### src/rtl/monitor_pkg.sv
// Shared types and constants for the debug-monitor register scanner.
package monitor_pkg;

    typedef enum logic [1:0] {
        IDLE     = 2'd0,
        HEADER   = 2'd1,
        DATA     = 2'd2,
        CHECKSUM = 2'd3
    } scan_state_t;

    localparam logic [7:0] MON_HDR = 8'hA5;

    // Bytes needed to carry one n-bit register, LS byte first.
    function automatic int unsigned bytes_per_reg(input int unsigned n);
        return (n + 7) / 8;
    endfunction

    // Index width for a counter spanning 'count' positions (never zero).
    function automatic int unsigned idx_width(input int unsigned count);
        return (count > 1) ? $clog2(count) : 1;
    endfunction

endpackage

### src/rtl/reg_byte_select.sv
// Picks one zero-padded byte out of the captured register snapshot.
module reg_byte_select
    import monitor_pkg::*;
#(
    parameter int unsigned N    = 8,
    parameter int unsigned NREG = 4
) (
    input  logic [NREG*N-1:0]            shadow_i,
    input  logic [idx_width(NREG)-1:0]   reg_idx_i,
    input  logic [idx_width(bytes_per_reg(N))-1:0] byte_idx_i,
    output logic [7:0]                   sel_byte_c_o
);

    localparam int unsigned BPR = bytes_per_reg(N);
    localparam int unsigned RW  = idx_width(NREG);
    localparam int unsigned BW  = idx_width(BPR);

    logic [N-1:0]       reg_val;
    logic [BPR*8-1:0]   padded;

    // Register mux, zero-extension to whole bytes, then byte mux.
    always_comb begin
        reg_val      = '0;
        padded       = '0;
        sel_byte_c_o = '0;
        for (int i = 0; i < int'(NREG); i++) begin
            if (reg_idx_i == RW'(i)) begin
                reg_val = shadow_i[i*N +: N];
            end
        end
        padded[N-1:0] = reg_val;
        for (int b = 0; b < int'(BPR); b++) begin
            if (byte_idx_i == BW'(b)) begin
                sel_byte_c_o = padded[b*8 +: 8];
            end
        end
    end

endmodule

### src/rtl/reg_monitor_scanner.sv
// Snapshots NREG registers on request and streams them as a framed byte
// sequence (header, data LS byte first, mod-256 checksum) over valid/ready.
module reg_monitor_scanner
    import monitor_pkg::*;
#(
    parameter int unsigned N    = 8,
    parameter int unsigned NREG = 4
) (
    input  logic                 clock,
    input  logic                 reset,
    input  logic [NREG*N-1:0]    regs_flat,
    input  logic                 snap_req,
    output logic                 busy,
    output logic                 out_valid,
    input  logic                 out_ready,
    output logic [7:0]           out_data,
    output logic                 out_last
);

    localparam int unsigned BPR = bytes_per_reg(N);
    localparam int unsigned RW  = idx_width(NREG);
    localparam int unsigned BW  = idx_width(BPR);

    scan_state_t          state_q, state_d;
    logic [NREG*N-1:0]    shadow_q, shadow_d;
    logic [RW-1:0]        reg_idx_q, reg_idx_d;
    logic [BW-1:0]        byte_idx_q, byte_idx_d;
    logic [7:0]           checksum_q, checksum_d;
    logic                 busy_q, busy_d;
    logic                 valid_q, valid_d;
    logic [7:0]           data_q, data_d;
    logic                 last_q, last_d;

    logic                 accept_c;
    logic                 last_pos_c;
    logic [RW-1:0]        sel_reg_c;
    logic [BW-1:0]        sel_byte_idx_c;
    logic [7:0]           sel_byte_c;
    logic [7:0]           sum_c;

    assign accept_c   = valid_q && out_ready;
    assign last_pos_c = (reg_idx_q == RW'(NREG - 1)) && (byte_idx_q == BW'(BPR - 1));
    assign sum_c      = checksum_q + data_q;

    // Position of the byte to present after the current accept; saturates at the end.
    always_comb begin
        sel_reg_c      = '0;
        sel_byte_idx_c = '0;
        if (state_q == DATA) begin
            if (byte_idx_q != BW'(BPR - 1)) begin
                sel_reg_c      = reg_idx_q;
                sel_byte_idx_c = BW'(byte_idx_q + 1'b1);
            end else if (reg_idx_q != RW'(NREG - 1)) begin
                sel_reg_c      = RW'(reg_idx_q + 1'b1);
                sel_byte_idx_c = '0;
            end else begin
                sel_reg_c      = reg_idx_q;
                sel_byte_idx_c = byte_idx_q;
            end
        end
    end

    reg_byte_select #(
        .N    (N),
        .NREG (NREG)
    ) u_sel (
        .shadow_i     (shadow_q),
        .reg_idx_i    (sel_reg_c),
        .byte_idx_i   (sel_byte_idx_c),
        .sel_byte_c_o (sel_byte_c)
    );

    // Frame sequencer: next state, counters, checksum and registered stream outputs.
    always_comb begin
        state_d    = state_q;
        shadow_d   = shadow_q;
        reg_idx_d  = reg_idx_q;
        byte_idx_d = byte_idx_q;
        checksum_d = checksum_q;
        busy_d     = busy_q;
        valid_d    = valid_q;
        data_d     = data_q;
        last_d     = last_q;

        case (state_q)
            IDLE: begin
                if (snap_req) begin
                    state_d    = HEADER;
                    shadow_d   = regs_flat;
                    checksum_d = '0;
                    reg_idx_d  = '0;
                    byte_idx_d = '0;
                    busy_d     = 1'b1;
                    valid_d    = 1'b1;
                    data_d     = MON_HDR;
                    last_d     = 1'b0;
                end
            end
            HEADER: begin
                if (accept_c) begin
                    state_d    = DATA;
                    reg_idx_d  = '0;
                    byte_idx_d = '0;
                    data_d     = sel_byte_c;
                end
            end
            DATA: begin
                if (accept_c) begin
                    checksum_d = sum_c;
                    if (last_pos_c) begin
                        state_d = CHECKSUM;
                        data_d  = sum_c;
                        last_d  = 1'b1;
                    end else begin
                        reg_idx_d  = sel_reg_c;
                        byte_idx_d = sel_byte_idx_c;
                        data_d     = sel_byte_c;
                    end
                end
            end
            CHECKSUM: begin
                if (accept_c) begin
                    state_d = IDLE;
                    busy_d  = 1'b0;
                    valid_d = 1'b0;
                    data_d  = '0;
                    last_d  = 1'b0;
                end
            end
            default: begin
                state_d = IDLE;
                busy_d  = 1'b0;
                valid_d = 1'b0;
                data_d  = '0;
                last_d  = 1'b0;
            end
        endcase
    end

    // State and output registers with synchronous active-low reset.
    always_ff @(posedge clock) begin
        if (!reset) begin
            state_q    <= IDLE;
            shadow_q   <= '0;
            reg_idx_q  <= '0;
            byte_idx_q <= '0;
            checksum_q <= '0;
            busy_q     <= 1'b0;
            valid_q    <= 1'b0;
            data_q     <= '0;
            last_q     <= 1'b0;
        end else begin
            state_q    <= state_d;
            shadow_q   <= shadow_d;
            reg_idx_q  <= reg_idx_d;
            byte_idx_q <= byte_idx_d;
            checksum_q <= checksum_d;
            busy_q     <= busy_d;
            valid_q    <= valid_d;
            data_q     <= data_d;
            last_q     <= last_d;
        end
    end

    assign busy      = busy_q;
    assign out_valid = valid_q;
    assign out_data  = data_q;
    assign out_last  = last_q;

endmodule

### config.mk
export PLATFORM = sky130hd
export DESIGN_NAME = reg_monitor_scanner
export DESIGN_NICKNAME = d
export VERILOG_FILES = /design/src/rtl/monitor_pkg.sv /design/src/rtl/reg_byte_select.sv /design/src/rtl/reg_monitor_scanner.sv
export SDC_FILE = /design/constraint.sdc
export NUM_CORES = 1
export LEC_CHECK = 0
export CELL_PAD_IN_SITES_DETAIL_PLACEMENT = 1
export CELL_PAD_IN_SITES_GLOBAL_PLACEMENT = 1
export CORE_MARGIN = 1
export CORE_UTILIZATION = 39
export CTS_BUF_LIST = sky130_fd_sc_hd__clkbuf_16
export DETAILED_ROUTE_END_ITERATION = 8
export PLACE_DENSITY = 0.85
export SYNTH_ARGS = -nofsm -noshare
export SYNTH_HDL_FRONTEND = slang
export SYNTH_SLANG_ARGS = --single-unit
### constraint.sdc
create_clock -name clock -period 2.2 [get_ports clock]
set_clock_uncertainty 0.05 [all_clocks]
set_input_delay 0.44 -clock clock [delete_from_list [all_inputs] [get_ports clock]]
set_output_delay 0.44 -clock clock [all_outputs]
set_load 0.1 [all_outputs]
# --- After elaboration in Yosys (flattened, before gate mapping) ---
# Index checks and enable logic that the tools add are counted.
word_totals:
  reg_bits: 55
  latch_bits: 0
  ram_bits: 0
  romBits: 0
  in_bits: 36
  elab_cells: 80
  memories: 0
op_classes:
  n_addsub: 3
  n_mul: 0
  div_mod_pow: 0
  order_cmp: 0
  n_eq_ne: 14
  n_shift: 0
  n_mux: 39
  n_bitwise: 1
  reduce_logical: 15
op_table:
  columns: ["cell", "n"]
  rows:
  - ["two-way mux 8 bit", 12]
  - ["one-hot mux 8 bit (4 select lines)", 1]
  - ["two-way mux 2 bit", 11]
  - ["one-hot mux 8 bit (2 select lines)", 1]
  - ["AND reduction 5 bit", 3]
  - ["inequality test 2 bit, second input constant", 7]
  - ["== test 2 bit, second input constant", 5]
  - ["two-way mux 1 bit", 9]
  - ["adder 8 bit", 1]
  - ["one-hot mux 2 bit (4 select lines)", 1]
  - ["one-hot mux 1 bit (3 select lines)", 2]
  - ["one-hot mux 2 bit (3 select lines)", 1]
  - ["AND reduction 3 bit", 2]
  - ["nonzero test 3 bit", 2]
  - ["== test 2 x 1 -> 1 bit, second input constant", 2]
  - ["zero test 2 bit", 2]
  - ["AND reduction 4 bit", 1]
  - ["nonzero test 2 bit", 2]
  - ["adder 2 x 1 -> 2 bit, second input constant", 1]
  - ["logical AND 1 bit", 2]
  - ["one-hot mux 1 bit (2 select lines)", 1]
  - ["AND reduction 2 bit", 1]
  - ["adder 1 bit, second input constant", 1]
  - ["inverter 1 bit", 1]

# --- Longest topological paths before layout ---
# Gate-level depths: netlist of the first run.
depth:
  word_depth: 13
  depth_mapped: 9
  ltp_nobuf: 8

# --- Cells and area by module ---
# A second synthesis of the first run with hierarchy kept.
unflattened:
  hier_cells: 336
  hier_area_um2: 2890.3
by_module_without_submodules:
  columns: ["mod", "instances", "cells_per_inst", "area_each_um2", "seq_area_each_um2"]
  rows:
  - ["reg_monitor_scanner", 1, 306, 2628.8, 1081.0]
  - ["reg_byte_select", 1, 30, 261.5, 0.0]

# --- Least setup slack after synthesis of the first run ---
# No wires, ideal clock.
synth_path:
  path_kind: "register to register"
  startpoint: "reg data_q[0], in the netlist out_data[0]"
  endpoint: "reg checksum_q[6]"
  setup_time_ns: 0.128
  t_arrival_ns: 2.395
  slack_ns: -0.373
  path_stages_with_launch: 9
  n_path_buf: 0
  period_less_slack_ns: 2.573
  cell_sequence: "dfxtp_1 -> ha_1 -> inv_1 -> fa_1 -> nor2b_1 -> o21a_1 -> o21ai_0 -> a211oi_1 -> o21ai_0"
synth_between:
  elab_chain_cells: 3
synth_rtl:
  columns: ["element", "line_no", "rtl"]
  rows:
  - ["from (decl)", "reg_monitor_scanner.sv:31", "logic [7:0] data_q, data_d;"]
  - ["from (signal assigned)", "reg_monitor_scanner.sv:160", "data_q <= data_d;"]
  - ["adder 8 bit", "reg_monitor_scanner.sv:43", "assign sum_c = checksum_q + data_q;"]
  - ["two-way mux 8 bit", "reg_monitor_scanner.sv:108", "if (accept_c) begin"]
  - ["one-hot mux 8 bit (2 select lines)", "reg_monitor_scanner.sv:85", "case (state_q)"]
  - ["to (signal assigned)", "reg_monitor_scanner.sv:157", "checksum_q <= checksum_d;"]
  - ["to (decl)", "reg_monitor_scanner.sv:28", "logic [7:0] checksum_q, checksum_d;"]
# Every way passes these cells. The select of a mux whose other input is x is not followed.
# A chain may end at the register's enable or synchronous reset.

# --- Worst setup path in the final report of the first run ---
layout_path:
  startpoint: "reg checksum_q[0]"
  endpoint: "reg data_q[4], in the netlist out_data[4]"
layout_between:
  elab_chain_cells: 4
layout_rtl:
  columns: ["element", "line_no", "rtl"]
  rows:
  - ["adder 8 bit", "reg_monitor_scanner.sv:43", null]
  - ["two-way mux 8 bit", "reg_monitor_scanner.sv:110", "if (last_pos_c) begin"]
  - ["two-way mux 8 bit", "reg_monitor_scanner.sv:108", null]
  - ["one-hot mux 8 bit (4 select lines)", "reg_monitor_scanner.sv:85", null]
# Every way passes these cells. The select of a mux whose other input is x is not followed.

==> flow_metrics.py, run 1 <==
metrics = {
    "clock_tree": {
        "cts_tree": "yes",
        "holdBufCountCts": 0,
        "root_buffer": "clkbuf_16",
        "cts_buffers": 5,
        "cts_buffer_depth": 2,
        "clk_pin_slew_ns": 0.07,
        "clk_latency_ns": 0.29,
        "htree_levels": 2,
        "clkSinkCount": 54,
    },
    "final_layout": {
        "layout_common_cells": "79 x nand2_1, 47 x dfxtp_1, 45 x a21oi_1",
        "nNetsFinal": 440,
        "final_util": 0.515,
        "layout_commonest_cell": "nand2_1",
        "drive_gt1_frac": 0.135,
        "area_growth_pct": 27.9,
        "fillers": 846,
        "antennaDiodeCount": 0,
    },
    "global_routing": {
        "grt_pass1_wl_um": 12400,
        "grt.overflow.total": 0,
        "antenna_found_initial": 0,
        "grt_pass1_vias": 2652,
        "grt_max_degree": 37,
        "grt_use_total": 0.214,
    },
    "routing": {
        "antenna_left": 0,
        "first_pass_iters": 4,
        "routedWlPerCell_um": 15.3,
        "vias": 2580,
        "vias_per_cell": 5.29,
        "drc": 0,
        "first_iter_violations": 100,
        "routed_wl_um": 7460,
    },
    "power": {
        "power.leakage_nw": 1.32,
        "ir_drop_mv": 0.385,
        "pwr_density_cell_mw_per_mm2": 1100,
    },
    "critical_path": {
        "critPathCaptureType": "flip-flop",
        "regToRegSetupSlack_ns": 0.13,
        "start_kind": "flip-flop",
        "required_ns": 2.33,
        "arrival_ns": 2.20,
        "reg2reg_depth": 9,
        "r2r_end": "out_data[4]$_SDFFE_PN0P_",
        "r2r-start": "checksum_q[0]$_SDFFE_PN0P_",
        "cp_max_fo": 3,
        "critical_path_class": "flip-flop to flip-flop",
    },
    "floorplanning": {
        "core_sq_mm": 0.00679,
        "fp.dieArea_sq_mm": 0.00736,
        "io_pins": 47,
        "fp-row-count": 30,
        "start_util": 0.403,
        "die_w_um": 85.8,
        "die_y_um": 85.8,
    },
    "logic_synthesis": {
        "yosys_register_bits": 54,
        "synth_area_per_cell_sq_um": 7.94,
        "yosysUniqueCellTypes": 50,
        "synthCells": 345,
        "synth_ff_type": "dfxtp_1",
        "synth_nets": 394,
        "yosysWarnings": 0,
        "synth_edf_count": 0,
        "synth_async_sr_flop_share": 0,
        "yosysSeqAreaShare": 0.395,
        "syn_area_sq_mm": 0.00274,
    },
    "min_path": {
        "hold_path_depth": 2,
        "hold_path_end": "shadow_q[30]$_SDFFE_PN0P_",
        "min_from": "shadow_q[30]$_SDFFE_PN0P_",
        "hp-class": "flip-flop to flip-flop",
    },
    "timing": {
        "finalCriticalPeriod_ns": 2.07,
        "slew_headroom": 0.677,
        "hold_violations": 0,
        "timing.fmax_mhz": 483,
        "period_share": 0.941,
        "setup_violations": 0,
        "rsz0062_at_grt": "no",
        "totalNegativeSetupSlack_ns": 0,
        "worst_pin_slew_ns": 0.484,
        "slew_viol_final": 0,
    },
    "placement": {
        "io_buffers": 46,
        "hpwl_um": 5530,
        "gp_congestion": 0.855,
    },
    "flow_run": {
        "maxCapViolCount": 0,
    },
    "status": {
        "status": "finished clean",
    },
}
[layer usage]
metal  wire (um)  GRT usage  vias up
met5           0          0        -
met4          80     0.0515        0
met3         192     0.0375        7
li1            -          -     1297
met2        3870      0.396       48
met1        3320      0.256     1228
[where the power goes]
part | switching, mW | internal [mW] | total (mW) | leakage (nW)
registers | 0.129 | 1.15 | 1.28 | 0.445
logic | 1.16 | 0.567 | 1.73 | 0.799
clock network | 0.354 | 0.492 | 0.846 | 0.0800
[critical path, stage by stage, from the launching register on]
cell and delay, ns:
dfxtp_1 0.34, ha_1 0.22, inv_1 0.07, fa_1 0.41, nor2b_1 0.13, o21a_1 0.16, o21ai_0 0.15, buf_4 0.18
a32oi_1 0.16, o21ai_0 0.09
[flip-flops by register name, summed over array words and instances (netlist names)]
name	cells
state_q	2
shadow_q	32
out_valid	1
checksum_q	8
out_last	1
out_data	8
reg_idx_q	2
[worst max path at each step]
| stage | from | end | cells after the start |
|---|---|---|---|
| after global placement | snap_req | state_q[1]$_SDFFE_PN0P_ | 6 |
| after CTS | state_q[0]$_SDFFE_PN0P_ | out_data[2]$_SDFFE_PN0P_ | 6 |
| after global routing | out_data[6]$_SDFFE_PN0P_ | out_data[7]$_SDFFE_PN0P_ | 6 |
| after floorplan | out_data[1]$_SDFFE_PN0P_ | out_data[6]$_SDFFE_PN0P_ | 7 |
| final | checksum_q[0]$_SDFFE_PN0P_ | out_data[4]$_SDFFE_PN0P_ | 9 |
| after detailed placement | snap_req | state_q[1]$_SDFFE_PN0P_ | 6 |
[what timing repair did]
item	in CTS	in global routing
setup endpoints to repair	0	11
gates resized for setup	0	4
setup buffers	0	0
[cell type report]
cell class              instances  area (sq um)  share of cell area
multi-input cells             256          1530               0.436
repair buffers                 59           543               0.155
flip-flops and latches         54          1090               0.312
clock inverters                 2          12.5             0.00357
well taps                      96           120              0.0343
inverters                      15          56.3              0.0161
clock buffers                   6           150              0.0429
[synthesized netlist by cell type, drive strengths merged (2+ instances only)]
cell     instances  area (sq um)
a211oi           3          22.5
nor3             3          15.0
inv             14          52.6
o2111ai          2          17.5
a31oi            2          12.5
a21oi           45           225
dfxtp           54          1080
and3             2          12.5
nor2            16          62.6
o2bb2ai          2          23.8
a2111oi          2          17.5
ha              12           150
nand3           10          50.1
o21ai           22           110
o211ai           3          22.5
mux2i            9          90.1
a221oi           3          26.3
clkbuf          14          53.8
buf              6          35.0
nand2           79           297
mux2             7          78.8
xnor2            2          17.5
a22oi            7          52.6
o21a             3          22.5
a32oi            2          17.5
nand2b           2          12.5
[cell families (layout without fill, tap and decap cells)]
| kind of cell | Yosys count | after routing | share of synthesized area |
|---|---|---|---|
| buffers and inverters | 35 | 82 | 0.0530 |
| adder cells (fa/ha/maj) | 13 | 13 | 0.0622 |
| AND/OR/NAND/NOR | 120 | 120 | 0.186 |
| flip-flops | 54 | 54 | 0.395 |
| AO/OA/AOI/OAI | 104 | 104 | 0.233 |
| multiplexers | 16 | 16 | 0.0617 |
| XOR/XNOR | 3 | 3 | 0.00960 |
[stage by stage]
| stage | total power [mW] | hold WS (ns) | cells | worst slack (ns) | instance area [sq um] |
|---|---|---|---|---|---|
| final | 3.85 | 0.406 | 488 | 0.129 | 3500 |
| after global routing | 4.07 | 0.435 | 488 | 0.000839 | 3500 |
| after CTS | 3.86 | 0.410 | 488 | 0.0536 | 3490 |
| after detailed placement | 2.99 | 0.400 | 480 | 0.0265 | 3320 |
| after global placement | 2.93 | 0.391 | 480 | 0.112 | 3320 |
| after floorplan | 2.52 | 0.381 | 345 | 0.0560 | 2750 |
Power figures use the tool's default switching activity.
==> run 2, diff against run 1 <==
PLACE_DENSITY = default   (was 0.85)
PLACE_DENSITY_LB_ADDON = 0.1   (was default)
==> run 2 against run 1 <==
  * Global-route usage grew 0.96 points
  * Sequential power about the same
  * Critical path type unchanged
  * Die area stayed put
  * Combinational power grew 3%
  * Final area is the same
  * First-iteration DRC count increased by 11%
  * Critical path depth fell by 3
  * Sequential share of layout area unchanged
  * Non-clock buffer count is 2 higher
  * Clock-buffer cell count decreased by 1
  * Hold slack about the same
  * Wire length is 1.0% higher
==> flow_metrics.py, run 2 (synthesis results as in run 1) <==
metrics = {
    "global_routing": {
        "use_met2": 0.383,
        "grt.overflow.total": 0,
        "use_met1": 0.290,
        "busiest_layer": "met2",
        "grt_max_degree": 45,
        "grt_use_total": 0.223,
        "antenna_found_initial": 0,
        "grt_pass1_vias": 2638,
        "grt_use_met3": 0.0414,
        "grt_pass1_wl_um": 12900,
    },
    "floorplanning": {
        "fp-row-count": 30,
        "fp.dieArea_sq_mm": 0.00736,
        "core_sq_mm": 0.00679,
        "die_y_um": 85.8,
        "io_pins": 47,
        "start_util": 0.403,
        "die_w_um": 85.8,
    },
    "final_layout": {
        "fin_cells": 489,
        "final_util": 0.515,
        "nNetsFinal": 442,
        "largest_reg_flops": 32,
        "max_flop_register": "shadow_q",
        "drive_gt1_frac": 0.140,
        "layout_common_cells": "79 x nand2_1, 47 x dfxtp_1, 45 x a21oi_1",
        "antennaDiodeCount": 0,
        "design_area_sq_mm": 0.00350,
        "area_growth_pct": 27.9,
        "layout_commonest_cell": "nand2_1",
    },
    "placement": {
        "place_area_sq_mm": 0.00334,
        "pre_cts_ws_ns": 0.0399,
        "io_buffers": 46,
        "gp_congestion": 0.772,
        "dp.cells": 482,
        "hpwl_um": 5650,
    },
    "timing": {
        "rsz0062_at_grt": "no",
        "setup_violations": 0,
        "period_share": 0.925,
        "worst_pin_slew_ns": 0.510,
        "finalCriticalPeriod_ns": 2.04,
        "layout_setup_ws_ns": 0.165,
        "slew_viol_final": 0,
        "hold_violations": 0,
        "timing.fmax_mhz": 491,
        "totalNegativeSetupSlack_ns": 0,
        "slew_headroom": 0.660,
    },
    "critical_path": {
        "max_stage_delay_ns": 0.39,
        "critical_path_class": "flip-flop to flip-flop",
        "cp_max_fo": 6,
        "required_ns": 2.31,
        "start_kind": "flip-flop",
        "critPathCaptureType": "flip-flop",
        "crit_path_cell_trace": "ha_1 > a2111oi_1 > o21ai_1 > a21boi_0 > or2_1 > o211ai_1",
        "slowest_stage": "a2111oi_1",
        "arrival_ns": 2.14,
    },
    "clock_tree": {
        "cts_buffer_depth": 2,
        "cts_setup_buffers": 0,
        "clk_latency_ns": 0.29,
        "clk_pin_slew_ns": 0.07,
        "cts_buffers": 5,
        "htree_levels": 2,
        "clkSinkCount": 54,
        "cts_tree": "yes",
        "root_buffer": "clkbuf_16",
        "cts-resized-gates": 0,
        "holdBufCountCts": 0,
    },
    "flow_run": {
        "maxCapViolCount": 0,
    },
    "power": {
        "ir_drop_mv": 0.400,
        "pwr_density_cell_mw_per_mm2": 1090,
        "power.leakage_nw": 1.32,
    },
    "routing": {
        "routed_wl_um": 7530,
        "antenna_left": 0,
        "first_iter_violations": 111,
        "first_pass_iters": 4,
        "vias_per_cell": 5.26,
        "vias": 2570,
        "routedWlPerCell_um": 15.4,
        "drc": 0,
    },
    "status": {
        "status": "finished clean",
    },
    "min_path": {
        "hp-class": "flip-flop to flip-flop",
    },
}
-- run 2: report_power, final --
part	internal, mW	total [mW]	switching (mW)
sequential	1.15	1.28	0.130
clock	0.418	0.766	0.348
combinational	0.611	1.78	1.17
total	2.18	3.83	1.65
-- run 2: final timing paths --
check             slack [ns]                 startpoint  cells past startpoint                         to
hold / removal          0.41  shadow_q[25]$_SDFFE_PN0P_                      2  shadow_q[25]$_SDFFE_PN0P_
hold reg to reg         0.41  shadow_q[25]$_SDFFE_PN0P_                      2  shadow_q[25]$_SDFFE_PN0P_
setup / recovery        0.16   out_data[6]$_SDFFE_PN0P_                      6   out_data[7]$_SDFFE_PN0P_
setup reg to reg        0.16   out_data[6]$_SDFFE_PN0P_                      6   out_data[7]$_SDFFE_PN0P_
-- run 2: layout make-up --
cell class	count	area, sq um
fillers	857	3290
repair buffers	61	558
multi-input cells	256	1540
well taps	96	120
flip-flops and latches	54	1090
clock inverters	2	13.8
clock buffers	5	125
inverters	15	56.3
-- run 2: per-layer routing --
metal	vias to the layer above	share of wire	wire, um
li1	1294	-	-
met1	1216	0.47	3520
met2	53	0.49	3730
met3	7	0.028	214
met4	0	0.0094	71
met5	-	0	0
-- run 2: per-stage QoR --
step / total power, mW / hold WS, ns
finish: 3.83 / 0.406
global route: 4.09 / 0.427
CTS: 3.84 / 0.409
detailed placement: 3.07 / 0.399
global placement: 3.01 / 0.392
floorplan: 2.52 / 0.381
-- run 2: worst max-delay path, delay by kind of cell, from the launching register on --
kind / cells / cell delay, ns
and+or+nand+nor: 1 / 0.18
adders and majority gates: 1 / 0.36
AOI/OAI and AO/OA: 4 / 0.97
DFF: 1 / 0.34
==> run 3, diff against run 2 <==
CORE_UTILIZATION = 40   (was 39)
SYNTH_HIERARCHICAL = 1   (was default)
==> run 3 against run 2 <==
  * Fmax fell by 3.3%
  * Sequential cell count unchanged
  * Combinational power grew 15%
  * Utilization is 2.0 points higher
  * Synthesized cell count is 2.6% lower
  * Clock power increased by 8.6%
  * Worst setup slack lost 0.069 ns
  * Non-clock buffer count is 1 lower
  * Via count down 5.6%
  * Final area increased by 5.0%
  * Largest power group unchanged
==> flow_metrics.py, run 3 <==
metrics = {
    "status": {
        "status": "finished clean",
    },
    "final_layout": {
        "area_growth_pct": 27.2,
        "antennaDiodeCount": 0,
        "drive_gt1_frac": 0.139,
        "nNetsFinal": 430,
        "layout_common_cells": "75 x nand2_1, 46 x dfxtp_1, 35 x clkdlybuf4s50_1",
        "max_flop_register": "shadow_q",
        "fin_cells": 476,
        "final_util": 0.535,
        "layout_commonest_cell": "nand2_1",
        "largest_reg_flops": 32,
    },
    "critical_path": {
        "cp_max_fo": 15,
        "arrival_ns": 2.23,
        "critPathCaptureType": "flip-flop",
        "start_kind": "flip-flop",
        "required_ns": 2.33,
        "critical_path_class": "flip-flop to flip-flop",
    },
    "clock_tree": {
        "root_buffer": "clkbuf_16",
        "clk_latency_ns": 0.29,
        "htree_levels": 2,
        "holdBufCountCts": 0,
        "cts_tree": "yes",
        "cts_setup_buffers": 0,
        "clkSinkCount": 54,
        "clk_pin_slew_ns": 0.07,
        "cts_buffers": 5,
        "cts_buffer_depth": 2,
    },
    "floorplanning": {
        "fp-row-count": 30,
        "die_w_um": 87.0,
        "fp.dieArea_sq_mm": 0.00757,
        "die_y_um": 87.0,
        "core_sq_mm": 0.00687,
        "io_pins": 47,
        "start_util": 0.421,
    },
    "logic_synthesis": {
        "synth_area_per_cell_sq_um": 8.60,
        "syn_area_sq_mm": 0.00289,
        "yosysSeqAreaShare": 0.374,
        "synth_edf_count": 0,
        "synth_async_sr_flop_share": 0,
        "yosys_register_bits": 54,
        "yosysMostFrequentCell": "nand2_1",
        "synth_top_cell_by_area": "dfxtp_1",
        "synth_top_area_frac": 0.374,
        "synth_area_leaders": "dfxtp_1 37%, nand2_1 9.7%, a21boi_0 8.6%, mux2i_1 6.6%, ha_1 5.6%",
        "yosysUniqueCellTypes": 52,
        "synth_ff_type": "dfxtp_1",
        "synthTopCellsByCount": "75 x nand2_1, 54 x dfxtp_1, 33 x a21boi_0",
        "yosysWarnings": 6,
        "synthCells": 336,
    },
    "timing": {
        "timing.fmax_mhz": 475,
        "slew_viol_final": 0,
        "hold_violations": 0,
        "setup_violations": 0,
        "finalCriticalPeriod_ns": 2.10,
        "slew_headroom": 0.525,
        "period_share": 0.956,
        "worst_pin_slew_ns": 0.707,
    },
    "global_routing": {
        "grt_pass1_vias": 2430,
        "grt_use_total": 0.202,
        "grt.overflow.total": 0,
        "antenna_found_initial": 0,
        "grt_max_degree": 64,
        "grt_pass1_wl_um": 11800,
    },
    "placement": {
        "hpwl_um": 5160,
        "io_buffers": 46,
        "gp_congestion": 0.737,
        "dp.cells": 469,
    },
    "flow_run": {
        "maxCapViolCount": 0,
    },
    "routing": {
        "first_pass_iters": 4,
        "drc": 0,
        "routedWlPerCell_um": 14.9,
        "antenna_left": 0,
        "vias_per_cell": 5.09,
        "routed_wl_um": 7110,
        "first_iter_violations": 72,
        "vias": 2425,
    },
    "power": {
        "power.leakage_nw": 1.40,
        "pwr_density_cell_mw_per_mm2": 1130,
        "ir_drop_mv": 0.371,
        "power.total_mw": 4.15,
    },
    "min_path": {
        "hp-class": "flip-flop to flip-flop",
    },
}
[run 3: changes by cell type after synthesis, sizes merged, moves of 4 or more]
cell	change
nand4	+4
o22ai	+8
mux2	-7
a21oi	-40
nor2b	+12
o21ai	-15
a21boi	+33
nor2	-11
mux2i	+10
nand2	-4
[run 3: repair_timing]
item | in CTS | in global routing
gates resized for setup | 0 | 8
hold endpoints to repair | 0 | 0
endpoints found under the setup margin | 0 | 9
[run 3: layer usage]
metal / GRT usage / share of wire / vias up
li1: - / - / 1240
met1: 0.259 / 0.47 / 1149
met2: 0.351 / 0.50 / 30
met3: 0.0313 / 0.018 / 6
met4: 0.0545 / 0.0089 / 0
met5: 0 / 0 / -
[run 3: cell families after synthesis]
family / count (synthesis) / share of synthesized area
AOI/OAI and AO/OA: 83 / 0.210
xor gates and xnor gates: 6 / 0.0182
adders and majority gates: 14 / 0.0632
buffers and inverters: 35 / 0.0584
DFF: 54 / 0.374
muxes: 19 / 0.0658
other: 1 / 0.00130
and+or+nand+nor: 124 / 0.209
[run 3: worst paths after layout]
kind	start	end	slack, ns	cells after the start
worst max-delay path	state_q[0]$_SDFFE_PN0P_	out_data[2]$_SDFFE_PN0P_	0.1	9
worst min-delay path	checksum_q[5]$_SDFFE_PN0P_	checksum_q[5]$_SDFFE_PN0P_	0.41	2
worst max register to register	state_q[0]$_SDFFE_PN0P_	out_data[2]$_SDFFE_PN0P_	0.1	9
worst min register to register	checksum_q[5]$_SDFFE_PN0P_	checksum_q[5]$_SDFFE_PN0P_	0.41	2
[run 3: layout make-up]
type / count / area, sq um
fillers: 804 / 3190
multi-input cells: 248 / 1670
flip-flops and latches: 54 / 1090
repair buffers: 60 / 601
clock buffers: 6 / 150
well taps: 96 / 120
inverters: 11 / 41.3
clock inverters: 1 / 3.75
[run 3: worst max-delay path: stages (launching register included)]
cell and delay (ns):
dfxtp_1 0.32, inv_1 0.10, ha_2 0.22, a21boi_2 0.21, buf_12 0.18, mux2i_1 0.25, o22ai_1 0.14, a221oi_1 0.29
nand2_1 0.10, o211a_1 0.13
[run 3: per-stage QoR]
stage               area [sq um]  setup slack, ns  hold WS [ns]  setup TNS, ns
floorplan                   2910           0.0274         0.388              0
global placement            3500           0.0239         0.398              0
detailed placement          3500          -0.0273         0.404        -0.0273
CTS                         3660           0.0167         0.413              0
global route                3680         -0.00758         0.435       -0.00758
finish                      3680           0.0958         0.413              0
[run 3: power by group]
part           internal (mW)  switching [mW]  leakage, nW
Combinational          0.802            1.24        0.875
Clock                  0.482           0.350       0.0755
Sequential              1.16           0.124        0.445
